--- src/rtl/msx_slot_config_ctrl.sv ---
// N-slot cartridge configuration decoder with debounced reload-request handshake.
// Optional ack timeout in REQ is enabled by defining RELOAD_TIMEOUT_EN.
module msx_slot_config_ctrl #(
    parameter int unsigned SLOTS          = 2,
    parameter logic [2:0]  TYP_LIMIT      = 3'd5,
    parameter logic [2:0]  TYP_EMPTY      = 3'd7,
    parameter logic [2:0]  TYP_ROM        = 3'd0,
    parameter logic [3:0]  MAPPER_OFS     = 4'd2,
    parameter int unsigned SETTLE_CYCLES  = 16,
    parameter int unsigned TIMEOUT_CYCLES = 1024
) (
    input  logic                  clk,
    input  logic                  reset,
    input  logic [SLOTS*10-1:0]   cfg_raw,
    output logic [SLOTS*3-1:0]    cart_typ,
    output logic [SLOTS*4-1:0]    cart_mapper,
    output logic [SLOTS*3-1:0]    cart_sram,
    output logic [SLOTS-1:0]      rom_load_hide,
    output logic [SLOTS-1:0]      sram_hide,
    output logic                  reload,
    input  logic                  reload_ack,
    output logic [SLOTS-1:0]      dirty_mask,
    output logic                  reload_timeout
);

    localparam int unsigned MaxCyc = (SETTLE_CYCLES > TIMEOUT_CYCLES) ? SETTLE_CYCLES
                                                                     : TIMEOUT_CYCLES;
    localparam int unsigned CntW = $clog2(MaxCyc) + 1;
    localparam logic [CntW-1:0] SettleLast = CntW'(SETTLE_CYCLES - 1);
`ifdef RELOAD_TIMEOUT_EN
    localparam logic [CntW-1:0] TimeoutLast = CntW'(TIMEOUT_CYCLES - 1);
`endif

    typedef enum logic [1:0] {StIdle, StSettle, StReq} state_e;

    state_e                state_q, state_d;
    logic [CntW-1:0]       cnt_q, cnt_d;
    logic [SLOTS*10-1:0]   snap_q, snap_d;
    logic [SLOTS*10-1:0]   cand_q, cand_d;
    logic                  reload_q, reload_d;
    logic [SLOTS-1:0]      dirty_q, dirty_d;
    logic [SLOTS*10-1:0]   dec_cfg;
    logic [SLOTS-1:0]      slot_diff;

    for (genvar s = 0; s < SLOTS; s++) begin : g_slot
        logic [2:0] typ_raw, typ_dec, sram_raw, sram_dec;
        logic [3:0] map_raw, map_dec;
        logic       rom_hide, s_hide;

        assign typ_raw  = cfg_raw[10*s +: 3];
        assign map_raw  = cfg_raw[10*s+3 +: 4];
        assign sram_raw = cfg_raw[10*s+7 +: 3];
        assign typ_dec  = (typ_raw < TYP_LIMIT) ? typ_raw : TYP_EMPTY;
        assign map_dec  = map_raw + MAPPER_OFS;
        assign rom_hide = (typ_dec != TYP_ROM);
        assign s_hide   = rom_hide | (map_raw == 4'd0);
        assign sram_dec = s_hide ? 3'd0 : sram_raw;

        assign cart_typ[3*s +: 3]    = typ_dec;
        assign cart_mapper[4*s +: 4] = map_dec;
        assign cart_sram[3*s +: 3]   = sram_dec;
        assign rom_load_hide[s]      = rom_hide;
        assign sram_hide[s]          = s_hide;
        assign dec_cfg[10*s +: 10]   = {typ_dec, map_dec, sram_dec};
        assign slot_diff[s]          = (cand_q[10*s +: 10] != snap_q[10*s +: 10]);
    end

`ifdef RELOAD_TIMEOUT_EN
    logic tmo_q, tmo_d;
    assign reload_timeout = tmo_q;
`else
    assign reload_timeout = 1'b0;
`endif

    assign reload     = reload_q;
    assign dirty_mask = dirty_q;

    always_comb begin
        state_d  = state_q;
        cnt_d    = cnt_q;
        snap_d   = snap_q;
        cand_d   = cand_q;
        reload_d = reload_q;
        dirty_d  = dirty_q;
`ifdef RELOAD_TIMEOUT_EN
        tmo_d    = 1'b0;
`endif
        case (state_q)
            StIdle: begin
                if (dec_cfg != snap_q) begin
                    state_d = StSettle;
                    cand_d  = dec_cfg;
                    cnt_d   = '0;
                end
            end
            StSettle: begin
                if (dec_cfg == snap_q) begin
                    state_d = StIdle;
                end else if (dec_cfg != cand_q) begin
                    cand_d = dec_cfg;
                    cnt_d  = '0;
                end else if (cnt_q == SettleLast) begin
                    state_d  = StReq;
                    reload_d = 1'b1;
                    dirty_d  = slot_diff;
                    cnt_d    = '0;
                end else begin
                    cnt_d = cnt_q + CntW'(1);
                end
            end
            StReq: begin
                // Candidate is frozen here; input changes are picked up again from IDLE.
                if (reload_ack) begin
                    snap_d   = cand_q;
                    reload_d = 1'b0;
                    dirty_d  = '0;
                    state_d  = StIdle;
                end
`ifdef RELOAD_TIMEOUT_EN
                else if (cnt_q == TimeoutLast) begin
                    snap_d   = cand_q;
                    reload_d = 1'b0;
                    dirty_d  = '0;
                    tmo_d    = 1'b1;
                    state_d  = StIdle;
                end else begin
                    cnt_d = cnt_q + CntW'(1);
                end
`endif
            end
            default: state_d = StIdle;
        endcase
    end

    always_ff @(posedge clk) begin
        if (reset) begin
            state_q  <= StIdle;
            cnt_q    <= '0;
            snap_q   <= dec_cfg;
            cand_q   <= dec_cfg;
            reload_q <= 1'b0;
            dirty_q  <= '0;
`ifdef RELOAD_TIMEOUT_EN
            tmo_q    <= 1'b0;
`endif
        end else begin
            state_q  <= state_d;
            cnt_q    <= cnt_d;
            snap_q   <= snap_d;
            cand_q   <= cand_d;
            reload_q <= reload_d;
            dirty_q  <= dirty_d;
`ifdef RELOAD_TIMEOUT_EN
            tmo_q    <= tmo_d;
`endif
        end
    end

endmodule

--- config.mk ---
export PLATFORM = sky130hd
export DESIGN_NAME = msx_slot_config_ctrl
export DESIGN_NICKNAME = d
export VERILOG_FILES = /design/src/rtl/msx_slot_config_ctrl.sv
export SDC_FILE = /design/constraint.sdc
export NUM_CORES = 1
export LEC_CHECK = 0
export BUFFER_PORTS_ARGS = -buffer_cell sky130_fd_sc_hd__buf_2
export CAP_MARGIN = 30
export CORE_ASPECT_RATIO = 2
export CORE_MARGIN = 8
export CORE_UTILIZATION = 54
export DETAILED_ROUTE_END_ITERATION = 6
export MAX_ROUTING_LAYER = met4
export PLACE_DENSITY = 0.73
export RECOVER_POWER = 50
export SYNTH_ARGS = -nofsm -noshare
export SYNTH_HDL_FRONTEND = slang
export SYNTH_SLANG_ARGS = --single-unit
export TNS_END_PERCENT = 100
--- constraint.sdc ---
create_clock -name clk -period 8.5 [get_ports clk]
set_clock_uncertainty 0.1 [all_clocks]
set_input_delay 0.85 -clock clk [delete_from_list [all_inputs] [get_ports clk]]
set_output_delay 0.85 -clock clk [all_outputs]
set_load 0.01 [all_outputs]
==> results of run 1 <==
-- layer usage --
| layer | vias up | wire [um] | part of all wire [%] | track usage [%] |
|---|---|---|---|---|
| met5 | - | 0 | 0 | - |
| met4 | 0 | 276 | 3.4 | 8.91 |
| met3 | 17 | 141 | 1.7 | 3.17 |
| met2 | 41 | 4730 | 58 | 34.5 |
| met1 | 1206 | 2980 | 37 | 17.2 |
| li1 | 1257 | - | - | - |
-- metrics by stage --
stage	hold WS, ns	instance area, sq um
2_1_floorplan	0.363	3490
3_3_place_gp	0.336	3710
3_5_place_dp	0.351	3730
4_1_cts	0.361	3870
5_1_grt	0.377	3830
6_report	0.359	3830
-- cells in the mapped netlist, types with 3 or more instances --
cell / n
ha_1: 3
buf_6: 3
or3_1: 6
xor2_1: 22
or4_1: 3
clkbuf_1: 6
nor4bb_1: 4
nand2_1: 16
nor2_1: 18
buf_4: 7
xnor2_1: 34
dfxtp_1: 16
mux2_2: 16
edfxtp_1: 40
o21ai_0: 8
nor3_1: 10
nand4_1: 8
a31oi_1: 5
nand3b_1: 3
nor4_1: 8
inv_1: 11
nor4_4: 4
nand3_1: 8
a21oi_1: 17
mux2i_1: 4
-- cell type report --
type	count	area, sq um
clock inverter	3	13.8
fill	579	2430
inverter	11	41.3
multi-input combinational	235	1780
sequential	56	1520
tap	86	108
clock buffer	5	125
timing repair buffer	50	235
-- power groups by stage --
stage / clock, W / combinational (W) / sequential (W)
after floorplan: 0 / 0.0000707 / 0.000323
after global placement: 0 / 0.0000959 / 0.000325
after detailed placement: 0 / 0.0000977 / 0.000326
after CTS: 0.000202 / 0.0000984 / 0.000320
after global routing: 0.000213 / 0.000105 / 0.000322
final: 0.000201 / 0.0000956 / 0.000320
-- critical path: stages --
cell and delay [ns]:
clkbuf_1 0.24, or3_1 0.56, nor3b_1 0.46, xnor2_1 0.22, nand4_1 0.27, o21ai_2 0.38, o21bai_2 0.24, buf_8 0.22
-- state kept, by name, summed over array words and instances (netlist names) --
register    cells
cand_q         20
state_q         2
dirty_mask      2
snap_q         20
reload          1
cnt_q          11
-- logic make-up after synthesis --
kind of cell | synth area share [%]
muxes | 6.32
adders and majority gates | 1.36
AOI/OAI and AO/OA | 10.1
and+or+nand+nor | 19.6
other | 0.108
DFF | 43.6
xor gates and xnor gates | 14.1
buffers and inverters | 4.85
-- worst max-delay path by stage --
stage                 from              endpoint  depth (start not counted)
2_1_floorplan  cfg_raw[12]   cand_q[0]$_DFFE_PP_                          8
3_3_place_gp    cfg_raw[4]   cand_q[4]$_DFFE_PP_                          8
3_5_place_dp   cfg_raw[14]   cand_q[4]$_DFFE_PP_                          9
4_1_cts        cfg_raw[14]  cand_q[19]$_DFFE_PP_                          9
5_1_grt         cfg_raw[2]  cand_q[15]$_DFFE_PP_                          8
6_report        cfg_raw[2]  cand_q[15]$_DFFE_PP_                          8
==> reports/metrics.cfg, run 1 <==
[yosys]
syn_inst = 321
synth_top_area_share_pct = 34.5
synth_flop_cell = edfxtp_1
synth_area_sq_um = 3490
synth.largest_area_cell = edfxtp_1
avgSynthCellArea_sq_um = 10.9
synth_nets = 347
yosysSeqAreaShare_pct = 43.6
synthTopCellsByArea = edfxtp_1 34%, dfxtp_1 9.2%, xnor2_1 8.5%
synth_edf_count = 40
ys_warn_count = 0
ys_ff_latch = 56
synth_cell_types = 55
async_reset_ff_share_pct = 0

[final_layout]
layout.cells.non_filler = 446
final_util_pct = 61.2
synthToLayoutAreaGrowth_pct = 9.83
drive_above_1_share_pct = 17.5
final_common_cell = edfxtp_1
final_nets = 385
layout.cells.most_common_list = 40 x edfxtp_1, 34 x xnor2_1, 29 x buf_2
antennaDiodeCount = 0

[floorplanning]
die_h_um = 130
floorplan.initialDensity_pct = 55.7
die-area_sq_um = 9440
io_pins = 51
rows = 41
core_area_sq_um = 6260
die_w_um = 72.8

[pwr]
vdd.ir_drop.worst_v = 0.000138
p_switching_w = 0.000162
p_sw_share_pct = 26.2
cell_internal_pwr_w = 0.000455
p_total_w = 0.000617
p_leak_nw = 1.34
seqPwrFrac_pct = 51.9
p_comb_share_pct = 15.5
p_per_area_nw_per_um2 = 161
clkPwrFrac_pct = 32.6

[worst_setup_path]
worstPathRequired_ns = 8.45
path_class = in -> reg
cp-start-kind = input port
critPathMaxFanout = 14
arrival_ns = 3.45
r2r_start = snap_q[8]$_DFFE_PP_
end_kind = flip-flop
rrSetupSlack_ns = 5.74
worstRegToRegCells = 6
r2r_end = cand_q[15]$_DFFE_PP_

[clock_tree]
clockRootBuffer = clkbuf_16
clock_path_buffers = 2
cts_hold_buf = 0
post_cts.repair.setup_buffers = 0
cts_made_buffers = 5
path_clk_slew_ns = 0.07
clk_latency_ns = 0.30
post_cts_resized = 0
cts_tree = built
htree_levels = 2
cts_sinks = 56

[place]
dp_cells = 438
dp_slack_ns = 4.94
io_buffers = 49
gp_congestion = 0.864
dp_hpwl_um = 6430

[flow_run]
maxCapViolations = 1

[sta]
worst_slack_ns = 5.00
drv_slew = 34
setup_viol = 0
tightestPinTransition_ns = 1.68
slew_headroom_pct = -12.0
finalHoldViolCount = 0
period_minus_slack_ns = 3.50
final.setup.tns_ns = 0
min_period_over_period_pct = 41.2
max_clock_freq_mhz = 286
rsz0062_at_grt = no

[detailed_routing]
avgRoutedWirePerCell_um = 18.2
first_pass_iters = 4
viasPerCell = 5.65
route.detailed.drc = 0
drt_wl_total_um = 8130
ant_nets = 0
via_count = 2521
drt-initial-drc-count = 120

[worst_hold_path]
worstHoldStart = reload$_SDFFE_PP0P_
hold_depth = 2
hold_end = reload$_SDFFE_PP0P_
hold_class = reg -> reg

[status]
run_status = finished with violations
violations = capacitance limit, slew limit

[global_routing]
grt_max_degree = 34
grt-ovfl-total = 0
first_global_vias = 2601
grtUsageTotal_pct = 18.4
antenna_found_initial = 0
grt_pass1_wl_um = 12900

No activity file was read; power rests on OpenSTA's default activity.
==> run 2: changes to the inputs <==
ABC_AREA = 1   (was unset)
clock period = 3.6 ns   (was 8.5 ns; I/O delays follow)
==> run 2 against run 1 <==
Effect of this change: the run now ends clean; clock power increased by 140%; wire length increased by 21%; critical path depth increased by 4; register-to-register slack got worse by 4.5 ns; core utilization decreased by 0.10 points; first-iteration DRC count increased by 63%; via count increased by 37%; non-clock buffer count increased by 2; hold slack got worse by 0.12 ns; largest power group unchanged; highest routed layer unchanged.
==> reports/metrics.cfg, run 2 <==
[sta]
slew_headroom_pct = 37.9
period_minus_slack_ns = 2.62
tightestPinTransition_ns = 0.931
max_clock_freq_mhz = 382
rsz0062_at_grt = no
finalHoldViolCount = 0
setup_viol = 0
worst_slack_ns = 0.980
hold_slack_ns = 0.239
min_period_over_period_pct = 72.8
drv_slew = 0
final.setup.tns_ns = 0

[yosys]
avgSynthCellArea_sq_um = 7.07
synth.most_common_cell = nand2_1
synth_area_sq_um = 3680
synth_common_cells = 151 x nand2_1, 90 x inv_1, 61 x nor2_1
synth_top_area_share_pct = 32.7
synth_flop_cell = edfxtp_1
syn_inst = 520
synth_nets = 546
yosysSeqAreaShare_pct = 41.4
synth.largest_area_cell = edfxtp_1
synth_edf_count = 40
synthTopCellsByArea = edfxtp_1 33%, nand2_1 15%, inv_1 9.2%
async_reset_ff_share_pct = 0
ys_ff_latch = 56
synth_cell_types = 35
ys_warn_count = 0

[global_routing]
first_global_vias = 3401
grt_pass1_wl_um = 15700
grt_max_degree = 36
grtUsageTotal_pct = 21.3
antenna_found_initial = 0
grt-ovfl-total = 0

[clock_tree]
clk_latency_ns = 0.30
post_cts_resized = 0
cts_hold_buf = 0
clockRootBuffer = clkbuf_16
cts_sinks = 56
clock_path_buffers = 2
cts_made_buffers = 5
cts_tree = built
path_clk_slew_ns = 0.07
post_cts.repair.setup_buffers = 0
htree_levels = 2

[pwr]
seqPwrFrac_pct = 50.2
cell_internal_pwr_w = 0.00111
p_switching_w = 0.000461
p_per_area_nw_per_um2 = 387
p_sw_share_pct = 29.4
clkPwrFrac_pct = 30.7
p_comb_share_pct = 19.1
vdd.ir_drop.worst_v = 0.000322
p_leak_nw = 1.85
p_total_w = 0.00157

[final_layout]
register_area_sq_um = 1520
drive_above_1_share_pct = 7.10
fillers = 699
layout.cells.most_common_list = 151 x nand2_1, 90 x inv_1, 61 x nor2_1
reg_top3 = cand_q x20, snap_q x20, cnt_q x11
multiInputGateArea_sq_um = 1690
final_common_cell = nand2_1
antennaDiodeCount = 0
synthToLayoutAreaGrowth_pct = 10.0
final_nets = 588

[place]
dp_slack_ns = 0.771
io_buffers = 49
dp_hpwl_um = 7730
gp_congestion = 0.901

[floorplanning]
core_area_sq_um = 6620
io_pins = 51
die-area_sq_um = 9860
die_h_um = 133
rows = 42
die_w_um = 74.3
floorplan.initialDensity_pct = 55.5

[worst_setup_path]
end_kind = flip-flop
cp-start-kind = input port
arrival_ns = 2.50
critPathMaxFanout = 17
worstPathRequired_ns = 3.48
path_class = in -> reg

[worst_hold_path]
hold_class = in -> reg

[detailed_routing]
viasPerCell = 5.32
route.detailed.drc = 0
ant_nets = 0
drt_wl_total_um = 9820
via_count = 3465
avgRoutedWirePerCell_um = 15.1
first_pass_iters = 5
drt-initial-drc-count = 196

[flow_run]
maxCapViolations = 0

[status]
run_status = finished, final reports clean

run 2: cell types whose count changed after synthesis, sizes merged, moves of 11 or more:
cell   previous run  this run
xor2             22         4
mux2             16         0
xnor2            34         9
inv              11        90
nand3             8        40
nor4             12         1
o22ai             0        11
nor2             18        61
o21ai             9        28
nand2            16       153
run 2: layer usage:
| metal | vias to the layer above | part of all wire [%] | routed length, um | GRT usage, % |
|---|---|---|---|---|
| li1 | 1741 | - | - | - |
| met1 | 1594 | 36 | 3490 | 19.3 |
| met2 | 104 | 56 | 5450 | 39.4 |
| met3 | 26 | 4.1 | 401 | 2.65 |
| met4 | 0 | 4.8 | 473 | 13.1 |
| met5 | - | 0 | 0 | - |
run 2: area by class of cell:
type / instances / area share (%)
flip-flops and latches: 56 / 37.6
well taps: 88 / 2.72
clock buffers: 7 / 3.28
repair buffers: 52 / 5.94
multi-input cells: 356 / 41.9
clock inverters: 1 / 0.124
inverters: 91 / 8.45
run 2: logic make-up (layout without fill, tap and decap cells):
family | Yosys count | in the layout | synth area share [%]
compound gates | 54 | 54 | 8.10
flops | 56 | 56 | 41.4
simple gates | 285 | 285 | 33.8
xor+xnor | 13 | 13 | 3.10
buf+inv | 108 | 151 | 12.5
other cells | 1 | 1 | 0.102
fa+ha+maj | 3 | 3 | 1.02
run 2: critical path, cell delays in order:
cell and delay, ns:
clkbuf_1 0.27, nor2_1 0.09, nand2_1 0.35, nand3_1 0.21
inv_1 0.17, nand2_1 0.06, nand3_1 0.09, nor2_1 0.08
nand2_1 0.16, nor3_1 0.08, a21oi_2 0.23, buf_4 0.33
run 2: power groups by stage:
stage / combinational [W] / clock, W / sequential [W]
after global placement: 0.000297 / 0 / 0.000798
after floorplan: 0.000212 / 0 / 0.000789
final: 0.000300 / 0.000480 / 0.000786
after CTS: 0.000303 / 0.000485 / 0.000786
after global routing: 0.000340 / 0.000504 / 0.000792
after detailed placement: 0.000300 / 0 / 0.000800
run 2: worst paths after layout:
| kind | startpoint | end | slack [ns] | depth (start not counted) |
|---|---|---|---|---|
| max | cfg_raw[13] | cand_q[16]$_DFFE_PP_ | 0.98 | 12 |
| min | reload_ack | state_q[1]$_SDFFE_PP0P_ | 0.24 | 3 |
| max reg2reg | snap_q[14]$_DFFE_PP_ | cand_q[16]$_DFFE_PP_ | 1.21 | 11 |
| min reg2reg | reload$_SDFFE_PP0P_ | reload$_SDFFE_PP0P_ | 0.36 | 2 |
run 2: metrics by stage:
| step | cells | area [sq um] | util [%] |
|---|---|---|---|
| after global routing | 651 | 4040 | 61.1 |
| after detailed placement | 642 | 3930 | 59.4 |
| after floorplan | 520 | 3680 | - |
| after global placement | 642 | 3930 | 59.4 |
| after CTS | 650 | 4070 | 61.5 |
| final | 651 | 4040 | 61.1 |
